### src/rtl/decode_pkg.sv
// Shared opcode constants and ID/EX control-bundle layout for the decode stage.
package decode_pkg;

   localparam int INSTR_W = 16;

   typedef enum logic [3:0] {
      OP_LOAD  = 4'b1000,
      OP_STORE = 4'b1001,
      OP_BR0   = 4'b1100,
      OP_BR1   = 4'b1101,
      OP_HLT   = 4'b1111
   } opcode_e;

   typedef struct packed {
      logic [3:0] alu_op;
      logic       alu_src;
      logic       pc_src;
      logic       mem_read;
      logic       mem_write;
      logic       mem_to_reg;
      logic       reg_write;
      logic       hlt;
   } ctrl_t;

   // Opcodes 0xxx are ALU operations; anything not listed decodes as a no-op.
   function automatic ctrl_t decode_ctrl(input logic [3:0] opc);
      ctrl_t c;
      c = '0;
      if (!opc[3]) begin
         c.alu_op    = opc;
         c.reg_write = 1'b1;
      end else begin
         case (opc)
            OP_LOAD: begin
               c.mem_read   = 1'b1;
               c.mem_to_reg = 1'b1;
               c.alu_src    = 1'b1;
               c.reg_write  = 1'b1;
            end
            OP_STORE: begin
               c.mem_write = 1'b1;
               c.alu_src   = 1'b1;
            end
            OP_BR0, OP_BR1: c.pc_src = 1'b1;
            OP_HLT:         c.hlt    = 1'b1;
            default:        c        = '0;
         endcase
      end
      return c;
   endfunction

   // ALU and store instructions read src2 as a register operand.
   function automatic logic reads_src2(input logic [3:0] opc);
      return !opc[3] || (opc == OP_STORE);
   endfunction

endpackage

### src/rtl/regfile_np.sv
// NREGS x DATA_W register array: two combinational read ports, one write port, async clear.
module regfile_np #(
   parameter int DATA_W = 16,
   parameter int NREGS  = 16,
   parameter int RW     = 4
) (
   input  logic              clk,
   input  logic              rst,
   input  logic [RW-1:0]     i_raddr1,
   input  logic [RW-1:0]     i_raddr2,
   output logic [DATA_W-1:0] o_rdata1,
   output logic [DATA_W-1:0] o_rdata2,
   input  logic              i_we,
   input  logic [RW-1:0]     i_waddr,
   input  logic [DATA_W-1:0] i_wdata
);

   logic [DATA_W-1:0] r_mem [NREGS];

   always_ff @(posedge clk or posedge rst) begin
      if (rst) begin
         r_mem <= '{default: '0};
      end else if (i_we) begin
         r_mem[i_waddr] <= i_wdata;
      end
   end

   assign o_rdata1 = r_mem[i_raddr1];
   assign o_rdata2 = r_mem[i_raddr2];

endmodule

### src/rtl/decode_stage.sv
// Instruction decode with a single registered ID/EX bundle, load-use stall,
// write-back forwarding, flush and sticky halt.
module decode_stage
   import decode_pkg::*;
#(
   parameter  int DATA_W    = 16,
   parameter  int NREGS     = 16,
   parameter  int WB_BYPASS = 1,
   localparam int RW        = $clog2(NREGS)
) (
   input  logic              clk,
   input  logic              rst,
   input  logic              in_valid,
   output logic              in_ready,
   input  logic [15:0]       instr,
   input  logic [DATA_W-1:0] pc_inc_2,
   input  logic              wb_we,
   input  logic [RW-1:0]     wb_dst,
   input  logic [DATA_W-1:0] wb_data,
   input  logic              flush,
   output logic              out_valid,
   input  logic              out_ready,
   output logic [DATA_W-1:0] rd1,
   output logic [DATA_W-1:0] rd2,
   output logic [DATA_W-1:0] imm,
   output logic [DATA_W-1:0] pc_out,
   output logic [RW-1:0]     dst,
   output logic [3:0]        alu_op,
   output logic              alu_src,
   output logic              pc_src,
   output logic              mem_read,
   output logic              mem_write,
   output logic              mem_to_reg,
   output logic              reg_write,
   output logic              hlt
);

   localparam bit BYP = (WB_BYPASS != 0);

   logic [3:0]        w_opc;
   logic [RW-1:0]     w_src1;
   logic [RW-1:0]     w_src2;
   logic [RW-1:0]     w_dst;
   ctrl_t             w_ctrl;
   logic              w_stall;
   logic              w_ready;
   logic              w_take;
   logic [DATA_W-1:0] w_rf1;
   logic [DATA_W-1:0] w_rf2;
   logic [DATA_W-1:0] w_op1;
   logic [DATA_W-1:0] w_op2;
   logic [DATA_W-1:0] w_imm;

   logic              r_valid;
   logic              r_halted;
   ctrl_t             r_ctrl;
   logic [RW-1:0]     r_dst;
   logic [DATA_W-1:0] r_rd1;
   logic [DATA_W-1:0] r_rd2;
   logic [DATA_W-1:0] r_imm;
   logic [DATA_W-1:0] r_pc;

   assign w_opc  = instr[15:12];
   assign w_dst  = instr[8 +: RW];
   assign w_src1 = instr[4 +: RW];
   assign w_src2 = instr[0 +: RW];
   assign w_ctrl = decode_ctrl(w_opc);
   assign w_imm  = {{(DATA_W-9){instr[8]}}, instr[8:0]};

   regfile_np #(
      .DATA_W (DATA_W),
      .NREGS  (NREGS),
      .RW     (RW)
   ) u_rf (
      .clk      (clk),
      .rst      (rst),
      .i_raddr1 (w_src1),
      .i_raddr2 (w_src2),
      .o_rdata1 (w_rf1),
      .o_rdata2 (w_rf2),
      .i_we     (wb_we),
      .i_waddr  (wb_dst),
      .i_wdata  (wb_data)
   );

   assign w_op1 = (BYP && wb_we && (wb_dst == w_src1)) ? wb_data : w_rf1;
   assign w_op2 = (BYP && wb_we && (wb_dst == w_src2)) ? wb_data : w_rf2;

   // A held load cannot forward its result yet, so a dependent instruction waits a cycle.
   assign w_stall = r_valid && r_ctrl.mem_read &&
                    ((r_dst == w_src1) || (reads_src2(w_opc) && (r_dst == w_src2)));
   assign w_ready = (!r_valid || out_ready) && !w_stall && !r_halted;
   assign w_take  = in_valid && w_ready && !flush;

   always_ff @(posedge clk or posedge rst) begin
      if (rst) begin
         r_valid  <= 1'b0;
         r_halted <= 1'b0;
         r_ctrl   <= '0;
         r_dst    <= '0;
         r_rd1    <= '0;
         r_rd2    <= '0;
         r_imm    <= '0;
         r_pc     <= '0;
      end else if (flush) begin
         r_valid <= 1'b0;
      end else if (w_take) begin
         r_valid <= 1'b1;
         r_ctrl  <= w_ctrl;
         r_dst   <= w_dst;
         r_rd1   <= w_op1;
         r_rd2   <= w_op2;
         r_imm   <= w_imm;
         r_pc    <= pc_inc_2;
         if (w_ctrl.hlt) begin
            r_halted <= 1'b1;
         end
      end else if (out_ready) begin
         // Consumed with nothing new (or stalled): present a bubble.
         r_valid <= 1'b0;
      end
   end

   assign in_ready   = w_ready;
   assign out_valid  = r_valid;
   assign rd1        = r_rd1;
   assign rd2        = r_rd2;
   assign imm        = r_imm;
   assign pc_out     = r_pc;
   assign dst        = r_dst;
   assign alu_op     = r_ctrl.alu_op;
   assign alu_src    = r_ctrl.alu_src;
   assign pc_src     = r_ctrl.pc_src && r_valid;
   assign mem_read   = r_ctrl.mem_read;
   assign mem_write  = r_ctrl.mem_write;
   assign mem_to_reg = r_ctrl.mem_to_reg;
   assign reg_write  = r_ctrl.reg_write;
   assign hlt        = r_ctrl.hlt;

endmodule

### config.mk
export PLATFORM = sky130hd
export DESIGN_NAME = decode_stage
export DESIGN_NICKNAME = d
export VERILOG_FILES = /design/src/rtl/decode_pkg.sv /design/src/rtl/regfile_np.sv /design/src/rtl/decode_stage.sv
export SDC_FILE = /design/constraint.sdc
export NUM_CORES = 1
export LEC_CHECK = 0
export CAP_MARGIN = 0
export CORE_UTILIZATION = 59
export DETAILED_ROUTE_END_ITERATION = 7
export PLACE_DENSITY = 0.8
export SLEW_MARGIN = 0
export SYNTH_ARGS = -nofsm -noshare
export SYNTH_HDL_FRONTEND = slang
export SYNTH_HIERARCHICAL = 1
export SYNTH_SLANG_ARGS = --single-unit
export TNS_END_PERCENT = 100
### constraint.sdc
create_clock -name clk -period 11.73 [get_ports clk]
set_clock_uncertainty 0.15 [all_clocks]
set_input_delay 2.346 -clock clk [delete_from_list [all_inputs] [get_ports clk]]
set_output_delay 2.346 -clock clk [all_outputs]
set_load 0.05 [all_outputs]
==> reports/metrics.yaml, run 1 <==
run_status:
  status: "complete, no violations"
grt:
  grt_max_degree: 97
  grt-ovfl-total: 0
  track_usage: 0.303
  grt_first_pass_wirelength_um: 64900
  grt_pass1_vias: 11000
  grt_antenna_before_repair: 0
critical_path:
  critical_path.endpoint: "in_ready"
  rr_startpoint: "dst[0]$_DFFE_PP0P_"
  rr_worst_depth: 5
  r2r_end: "rd1[11]$_DFFE_PP0P_"
  critical_path.startpoint: "instr[12]"
  critPathMaxStageDelay_ns: 0.70
  required_ns: 9.23
  path_max_fanout: 5
  worstSetupStartpointType: "input pin"
  worst_path_most_repeated_cell: "clkdlybuf4s50_1"
  slowest_stage: "clkdlybuf4s50_1"
  path_class: "in -> out"
  reg2reg_slack_ns: 8.87
  worstSetupEndpointType: "output port"
  arrival_ns: 4.67
  worstPathCellList: "clkdlybuf4s50_1 -> or3b_1 -> a211oi_1 -> nand4_1 -> and4b_1 -> clkdlybuf4s50_1"
clock_tree:
  cts_setup_buffers: 0
  clk_pin_slew_worst_paths_ns: 0.05
  ctsHoldBuffers: 0
  htreeDepth: 2
  cts_buffers: 35
  cts_tree: "yes"
  cts_buffer_depth: 3
  root_buffer: "clkbuf_16"
  cts_sinks: 327
  clkLatencyLatePin_ns: 0.51
  cts_resized: 0
yosys:
  synth_nets: 1150
  yosys.area.top_type: "dfrtp_1"
  synth.distinct_cells: 39
  syn-cell-area_um2: 16900
  yosys.area.top_type_share: 0.486
  syn_avg_cell_area_um2: 15.4
  yosysWarnings: 6
  synth_area_leaders: "dfrtp_1 (49%), mux2_2 (21%), mux4_2 (17%), a22oi_1 (2.9%), mux2_1 (1.9%)"
  synth-seq-area-share: 0.486
  ys_ff_latch: 327
  syn_inst: 1092
flow_run:
  maxCapViolCount: 0
routing:
  dr_total_vias: 10400
  via_per_inst: 6.50
  dr.pass1.iters: 5
  drt_iter0_markers: 730
  drcViolationCount: 0
  routedWlPerCell_um: 26.7
  final_antenna_net_count: 0
  wirelength_um: 42700
power_and_ir_drop:
  cellPowerDensity_nw_per_um2: 202
  p_leak_uw: 0.00815
  max-vdd-ir-drop_uv: 100
  finalPower_uw: 3950
timing:
  fin_crit_sh: 0.611
  fin_crit_ns: 7.16
  tns_ns: 0
  worst-slew-pin-transition_ns: 1.18
  report.final.slew_viol_count: 0
  setup_violations: 0
  max_clock_freq_mhz: 140
  maxSlewHeadroom: 0.216
  rsz0062_at_grt: "false"
  hold_viol: 0
  fin_ws_ns: 4.57
floorplanning:
  fp-row-count: 61
  coreArea_um2: 27900
  die_h_um: 171
  start_util: 0.603
  die_w_um: 171
  dieArea_um2: 29200
  ioPinCount: 139
cells_and_area:
  nNetsFinal: 1254
  nFillCells: 1845
  final_area_um2: 19500
  area_delta_synth_final_pct: 15.8
  drive_gt1_frac: 0.457
placement:
  dp_slack_ns: 4.61
  placedInstanceArea_um2: 18400
  numPortBuffers: 137
  dp_hpwl_um: 25200
  gp_congestion: 0.790
min_path:
  holdCritPathClass: "reg -> reg"
registers in the layout (all words and copies together), names as in the netlist:
signal and cells:
alu_op 3, alu_src 1, dst 4, hlt 1, imm 8, mem_read 1, mem_write 1, out_valid 1
pc_out 16, r_ctrl 1, r_halted 1, rd1 16, rd2 16, reg_write 1, u_rf/r_mem 256
logic make-up (layout without fill, tap and decap cells):
| family | count (synthesis) | in the layout | share of synthesized area |
|---|---|---|---|
| XOR/XNOR | 13 | 13 | 0.00676 |
| multiplexers | 485 | 485 | 0.412 |
| AO/OA/AOI/OAI | 69 | 69 | 0.0308 |
| AND/OR/NAND/NOR | 89 | 89 | 0.0299 |
| other | 1 | 2 | 0.000223 |
| flip-flops | 327 | 327 | 0.486 |
| buffers and inverters | 108 | 237 | 0.0349 |
layout make-up:
class	instances	area, um2	share of cell area
diodes	1	2.50	0.000128
clock buffers	54	1040	0.0533
clock inverters	8	90.1	0.00462
inverters	6	31.3	0.00160
multi-input cells	657	8090	0.415
flip-flops and latches	327	8180	0.419
well taps	378	473	0.0242
repair buffers	169	1600	0.0821
worst min-delay path by stage:
stage | from | to | cells after the start
after floorplan | r_ctrl[5]$_DFFE_PP0P_ | r_ctrl[5]$_DFFE_PP0P_ | 1
after global placement | pc_out[10]$_DFFE_PP0P_ | pc_out[10]$_DFFE_PP0P_ | 1
after detailed placement | r_ctrl[5]$_DFFE_PP0P_ | r_ctrl[5]$_DFFE_PP0P_ | 1
after CTS | r_ctrl[5]$_DFFE_PP0P_ | r_ctrl[5]$_DFFE_PP0P_ | 1
after global routing | r_ctrl[5]$_DFFE_PP0P_ | r_ctrl[5]$_DFFE_PP0P_ | 1
final | r_ctrl[5]$_DFFE_PP0P_ | r_ctrl[5]$_DFFE_PP0P_ | 1
stage by stage:
step / hold WS [ns] / util / instances
6_report: 0.336 / 0.698 / 1600
5_1_grt: 0.360 / 0.698 / 1599
4_1_cts: 0.339 / 0.698 / 1599
3_5_place_dp: 0.327 / 0.658 / 1537
3_3_place_gp: 0.323 / 0.658 / 1537
2_1_floorplan: 0.306 / - / 1092
per-layer routing:
layer | share of wire | track usage | vias to the layer above
met5 | 0 | 0 | -
met4 | 0.040 | 0.124 | 0
met3 | 0.078 | 0.0502 | 112
met2 | 0.51 | 0.529 | 448
met1 | 0.38 | 0.377 | 5465
li1 | - | - | 4370
synth_stat cells, drive strengths merged:
cell type	instances
xnor2	7
nor4bb	1
mux2	356
dfrtp	327
or3	3
and4b	1
o21bai	1
nand2	37
a211oi	1
a222oi	1
and2b	1
nor2	13
nor3b	3
nor2b	8
mux4	128
nand4	2
o21ai	1
mux2i	1
nand3b	2
or3b	1
nand2b	9
a22oi	64
buf	72
nor4	1
conb	1
inv	6
xor2	6
nand3	3
and2	4
clkbuf	30
o2111ai	1
critical path, delay by kind of cell:
kind / cells / cell delay (ns)
AOI/OAI and AO/OA: 1 / 0.25
buffers and inverters: 2 / 1.22
and+or+nand+nor: 3 / 0.86
placed cells by master (no fill, tap or decap), types with 3 or more instances in the layout:
| cell type | n |
|---|---|
| dfrtp_1 | 327 |
| mux2_2 | 318 |
| clkdlybuf4s50_1 | 133 |
| mux4_2 | 128 |
| a22oi_1 | 64 |
| nand2_1 | 37 |
| clkbuf_16 | 37 |
| buf_4 | 36 |
| mux2_1 | 28 |
| clkbuf_1 | 12 |
| mux2_4 | 10 |
| nand2b_1 | 9 |
| nor2_2 | 9 |
| xnor2_1 | 7 |
| nor2b_1 | 7 |
| clkinv_2 | 7 |
| xor2_1 | 6 |
| clkbuf_8 | 5 |
| nor2_1 | 4 |
| inv_1 | 4 |
| and2_1 | 4 |
| or3_1 | 3 |
report_power, final:
group	total (uW)	switching [uW]	internal (uW)
logic	1230	623	612
registers	1630	209	1420
clock network	1090	433	654
total	3950	1270	2680
Power figures use the tool's default switching activity.
==> run 2: changes to the inputs <==
--- a/config.mk
+++ b/config.mk
@@ -6,9 +6,9 @@
 export NUM_CORES = 1
 export LEC_CHECK = 0
 export CAP_MARGIN = 0
-export CORE_UTILIZATION = 59
+export CORE_UTILIZATION = 53
 export DETAILED_ROUTE_END_ITERATION = 7
-export PLACE_DENSITY = 0.8
+export PLACE_DENSITY = 0.76
 export SLEW_MARGIN = 0
 export SYNTH_ARGS = -nofsm -noshare
 export SYNTH_HDL_FRONTEND = slang
==> constraint.sdc (replaced) <==
create_clock -name clk -period 5.8 [get_ports clk]
set_clock_uncertainty 0.15 [all_clocks]
set_input_delay 1.16 -clock clk [delete_from_list [all_inputs] [get_ports clk]]
set_output_delay 1.16 -clock clk [all_outputs]
set_load 0.05 [all_outputs]
==> run 2 against run 1 <==
Routed wire length increased by 0.73%. Combinational power rose by 100%. Critical path depth unchanged. Core utilization decreased by 6.5 points. Global-route usage down 3.0 points. Sequential share of layout area shrank 0.16 points. Sequential power rose by 100%. First-iteration DRC count down 15%. Count of clock-buffer cells in the layout is 5 lower. Register-to-register slack got worse by 6.0 ns. Largest cell class unchanged. Largest power group unchanged.
==> reports/metrics.yaml, run 2 (synthesis results as in run 1) <==
floorplanning:
  ioPinCount: 139
  coreArea_um2: 30900
  start_util: 0.545
  dieArea_um2: 32500
  fp-row-count: 64
  die_h_um: 180
  die_w_um: 180
routing:
  routedWlPerCell_um: 26.6
  final_antenna_net_count: 0
  drcViolationCount: 0
  dr.pass1.iters: 5
  wirelength_um: 43000
  via_per_inst: 6.43
  dr_total_vias: 10400
  drt_iter0_markers: 622
clock_tree:
  cts_buffer_depth: 3
  htreeDepth: 2
  cts_sinks: 327
  cts_setup_buffers: 0
  ctsHoldBuffers: 0
  cts_buffers: 36
  clkLatencyLatePin_ns: 0.52
  cts_resized: 0
  cts_tree: "yes"
  root_buffer: "clkbuf_16"
  clk_pin_slew_worst_paths_ns: 0.06
timing:
  rsz0062_at_grt: "false"
  tns_ns: 0
  fin_crit_ns: 4.78
  report.final.slew_viol_count: 0
  max_clock_freq_mhz: 209
  setup_violations: 0
  maxSlewHeadroom: 0.202
  hold_viol: 0
  fin_crit_sh: 0.824
  worst-slew-pin-transition_ns: 1.20
grt:
  grt_first_pass_wirelength_um: 67500
  grt_max_degree: 136
  grt-ovfl-total: 0
  grt_antenna_before_repair: 1
  track_usage: 0.274
  grt_pass1_vias: 11000
placement:
  dp_hpwl_um: 25500
  gp_congestion: 0.769
  numPortBuffers: 137
power_and_ir_drop:
  max-vdd-ir-drop_uv: 220
  p_leak_uw: 0.00816
  cellPowerDensity_nw_per_um2: 413
cells_and_area:
  area_delta_synth_final_pct: 16.2
  utilization: 0.634
  nNetsFinal: 1253
  largest_reg_flops: 256
  layout.cells.most_common_list: "dfrtp_1 (327), mux2_2 (318), clkdlybuf4s50_1 (133)"
  drive_gt1_frac: 0.459
  top_register: "u_rf/r_mem"
  nFillCells: 2257
  final_common_cell: "dfrtp_1"
critical_path:
  required_ns: 4.49
  crit_buf_inv: 2
  path_class: "in -> out"
  slowest_stage: "clkdlybuf4s50_1"
  path_max_fanout: 5
  worstSetupEndpointType: "output port"
  critPathMaxStageDelay_ns: 0.70
  rr_worst_depth: 5
  reg2reg_slack_ns: 2.91
  worst_path_most_repeated_cell: "clkdlybuf4s50_1"
  worstSetupStartpointType: "input pin"
  critical_path.startpoint: "instr[13]"
  cpLargestDelayFamily: "buffers and inverters"
  r2r_end: "dst[3]$_DFFE_PP0P_"
  rr_startpoint: "dst[0]$_DFFE_PP0P_"
  critical_path.endpoint: "in_ready"
  worstPathCellList: "clkdlybuf4s50_1 -> or3b_1 -> a211oi_1 -> nand4_1 -> and4b_1 -> clkdlybuf4s50_1"
  crit_cells: 6
  arrival_ns: 3.47
min_path:
  holdCritPathClass: "reg -> reg"
flow_run:
  maxCapViolCount: 0
run_status:
  status: "complete, no violations"
run 2: power breakdown:
part | total, uW | internal (uW) | switching [uW]
combinational | 2500 | 1240 | 1260
sequential | 3290 | 2860 | 429
clock | 2310 | 1400 | 909
run 2: worst min path at each step:
stage                           startpoint                      to  slack [ns]  cells after the start
global route        pc_out[15]$_DFFE_PP0P_  pc_out[15]$_DFFE_PP0P_        0.36                      1
finish              pc_out[15]$_DFFE_PP0P_  pc_out[15]$_DFFE_PP0P_        0.34                      1
detailed placement  pc_out[15]$_DFFE_PP0P_  pc_out[15]$_DFFE_PP0P_        0.33                      1
CTS                 pc_out[10]$_DFFE_PP0P_  pc_out[10]$_DFFE_PP0P_        0.35                      1
global placement     r_ctrl[5]$_DFFE_PP0P_   r_ctrl[5]$_DFFE_PP0P_        0.32                      1
floorplan            r_ctrl[5]$_DFFE_PP0P_   r_ctrl[5]$_DFFE_PP0P_        0.31                      1
run 2: through the flow:
| stage | total power (uW) | hold slack [ns] | area [um2] | setup slack [ns] | instances |
|---|---|---|---|---|---|
| 2_1_floorplan | 5050 | 0.306 | 16900 | 1.12 | 1092 |
| 4_1_cts | 8130 | 0.347 | 19600 | 1.01 | 1614 |
| 6_report | 8100 | 0.341 | 19600 | 1.02 | 1615 |
| 3_5_place_dp | 5810 | 0.334 | 18400 | 1.03 | 1553 |
| 3_3_place_gp | 5710 | 0.323 | 18400 | 1.08 | 1553 |
| 5_1_grt | 8430 | 0.357 | 19600 | 0.872 | 1615 |
run 2: final cells by class:
type / instances / area [um2] / area share
flip-flops and latches: 327 / 8180 / 0.418
multi-input cells: 657 / 8090 / 0.413
repair buffers: 167 / 1610 / 0.0823
clock buffers: 49 / 1010 / 0.0516
well taps: 396 / 495 / 0.0253
clock inverters: 12 / 166 / 0.00850
inverters: 6 / 27.5 / 0.00141
diodes: 1 / 2.50 / 0.000128
run 2: routing by layer:
layer / wire, um / vias up / global-route usage
li1: - / 4376 / -
met1: 17700 / 5496 / 0.366
met2: 21200 / 422 / 0.453
met3: 2810 / 94 / 0.0477
met4: 1280 / 0 / 0.0957
met5: 0 / - / 0
==> run 3: changes to the inputs <==
--- a/config.mk
+++ b/config.mk
@@ -6,9 +6,9 @@
 export NUM_CORES = 1
 export LEC_CHECK = 0
 export CAP_MARGIN = 0
-export CORE_UTILIZATION = 53
+export CORE_UTILIZATION = 59
 export DETAILED_ROUTE_END_ITERATION = 7
-export PLACE_DENSITY = 0.76
+export PLACE_DENSITY = 0.8
 export SLEW_MARGIN = 0
 export SYNTH_ARGS = -nofsm -noshare
 export SYNTH_HDL_FRONTEND = slang
==> constraint.sdc (replaced) <==
create_clock -name clk -period 4.95 [get_ports clk]
set_clock_uncertainty 0.15 [all_clocks]
set_input_delay 0.99 -clock clk [delete_from_list [all_inputs] [get_ports clk]]
set_output_delay 0.99 -clock clk [all_outputs]
set_load 0.05 [all_outputs]
==> run 3 against run 2 <==
Flip-flop and latch count did not move. Core utilization up 6.8 points. Clock power up 14%. Critical path depth is the same. First-iteration DRC count increased by 41%. Final cell count is 0.87% lower. Largest power group unchanged. Power rose by 16%. Highest routed layer unchanged. Largest cell class unchanged.
==> reports/metrics.yaml, run 3 (synthesis results as in run 1) <==
run_status:
  status: "complete, no violations"
grt:
  grt_first_pass_wirelength_um: 64600
  grt-ovfl-total: 0
  grt_antenna_before_repair: 1
  grt_max_degree: 143
  track_usage: 0.298
  grt_pass1_vias: 10900
clock_tree:
  cts_sinks: 327
  ctsHoldBuffers: 0
  cts_buffers: 35
  htreeDepth: 2
  cts_buffer_depth: 3
  cts_tree: "yes"
  cts_setup_buffers: 0
  root_buffer: "clkbuf_16"
  clkLatencyLatePin_ns: 0.51
  clk_pin_slew_worst_paths_ns: 0.06
  cts_resized: 0
cells_and_area:
  nNetsFinal: 1254
  nFillCells: 1858
  area_delta_synth_final_pct: 16.3
  final_common_cell: "dfrtp_1"
  layout.cells.most_common_list: "dfrtp_1 (327), mux2_2 (318), clkdlybuf4s50_1 (133)"
  drive_gt1_frac: 0.458
  final_area_um2: 19600
  top_register: "u_rf/r_mem"
  largest_reg_flops: 256
power_and_ir_drop:
  swShare: 0.319
  internal_power_uw: 6410
  p_seq_frac: 0.408
  clkPwrFrac: 0.280
  p_switching_uw: 3000
  p_leak_uw: 0.00818
  max-vdd-ir-drop_uv: 218
  cellPowerDensity_nw_per_um2: 480
  power_frac_comb: 0.312
routing:
  via_per_inst: 6.48
  drt_iter0_markers: 874
  wirelength_um: 42300
  final_antenna_net_count: 0
  routedWlPerCell_um: 26.4
  dr_total_vias: 10400
  dr.pass1.iters: 5
  drcViolationCount: 0
critical_path:
  worst_path_most_repeated_cell: "clkdlybuf4s50_1"
  critPathMaxStageDelay_ns: 0.70
  required_ns: 3.81
  arrival_ns: 3.27
  cpLargestDelayFamily: "buffers and inverters"
  path_max_fanout: 5
  worstSetupEndpointType: "output port"
  path_class: "in -> out"
  slowest_stage: "clkdlybuf4s50_1"
  worstSetupStartpointType: "input pin"
  worstPathCellList: "clkdlybuf4s50_1 -> or3b_1 -> a211oi_1 -> nand4_1 -> and4b_1 -> clkdlybuf4s50_1"
  crit_buf_inv: 2
timing:
  report.final.slew_viol_count: 0
  tns_ns: 0
  hold_viol: 0
  fin_crit_ns: 4.41
  fin_crit_sh: 0.891
  max_clock_freq_mhz: 227
  setup_violations: 0
  worst-slew-pin-transition_ns: 1.24
  rsz0062_at_grt: "false"
  whs_ns: 0.338
  maxSlewHeadroom: 0.174
min_path:
  holdCritPathClass: "reg -> reg"
placement:
  placedInstanceArea_um2: 18400
  numPortBuffers: 137
  dp_hpwl_um: 25300
  gp_congestion: 0.793
floorplanning:
  coreArea_um2: 27900
  die_w_um: 171
  dieArea_um2: 29200
  die_h_um: 171
  ioPinCount: 139
  start_util: 0.603
  fp-row-count: 61
flow_run:
  maxCapViolCount: 0
-- run 3: changes by cell type in the layout (fill, tap and decap cells not counted) --
cell       previous run  this run
buf_12                2         5
buf_4                32        31
bufinv_16             4         3
clkbuf_1              8        11
clkbuf_8              4         5
inv_6                 1         0
-- run 3: final timing paths --
| kind | startpoint | endpoint | slack (ns) | cells after the start |
|---|---|---|---|---|
| hold / removal | r_ctrl[5]$_DFFE_PP0P_ | r_ctrl[5]$_DFFE_PP0P_ | 0.34 | 1 |
| hold reg to reg | r_ctrl[5]$_DFFE_PP0P_ | r_ctrl[5]$_DFFE_PP0P_ | 0.34 | 1 |
| min in group asynchronous | rst | imm[3]$_DFFE_PP0P_ | 0.90 | 2 |
| max in group asynchronous | rst | pc_out[5]$_DFFE_PP0P_ | 2.87 | 3 |
| setup / recovery | instr[14] | in_ready | 0.54 | 6 |
| setup reg to reg | dst[0]$_DFFE_PP0P_ | pc_out[12]$_DFFE_PP0P_ | 2.15 | 6 |
-- run 3: layout make-up --
| class | instances | area (um2) | share of cell area |
|---|---|---|---|
| diodes | 1 | 2.50 | 0.000128 |
| multi-input cells | 657 | 8090 | 0.413 |
| clock inverters | 10 | 128 | 0.00651 |
| flip-flops and latches | 327 | 8180 | 0.417 |
| inverters | 6 | 27.5 | 0.00140 |
| well taps | 378 | 473 | 0.0241 |
| repair buffers | 169 | 1660 | 0.0849 |
| clock buffers | 53 | 1040 | 0.0528 |
-- run 3: power groups by stage --
stage / registers, uW / clock network [uW] / logic (uW)
2_1_floorplan: 4370 / 0 / 1550
3_3_place_gp: 3800 / 0 / 2870
3_5_place_dp: 3870 / 0 / 2920
4_1_cts: 3830 / 2670 / 2940
5_1_grt: 3930 / 2790 / 3080
6_report: 3850 / 2640 / 2930
-- run 3: per-stage QoR --
stage | setup WS [ns] | utilization | power, uW | instances
2_1_floorplan | 0.438 | - | 5920 | 1092
3_3_place_gp | 0.579 | 0.660 | 6670 | 1537
3_5_place_dp | 0.562 | 0.660 | 6790 | 1537
4_1_cts | 0.534 | 0.702 | 9440 | 1600
5_1_grt | 0.447 | 0.702 | 9800 | 1601
6_report | 0.542 | 0.702 | 9410 | 1601
-- run 3: routing by layer --
layer / GRT usage / share of wire / vias to the layer above
li1: - / - / 4378
met1: 0.383 / 0.39 / 5420
met2: 0.509 / 0.50 / 463
met3: 0.0532 / 0.076 / 120
met4: 0.109 / 0.036 / 0
met5: 0 / 0 / -
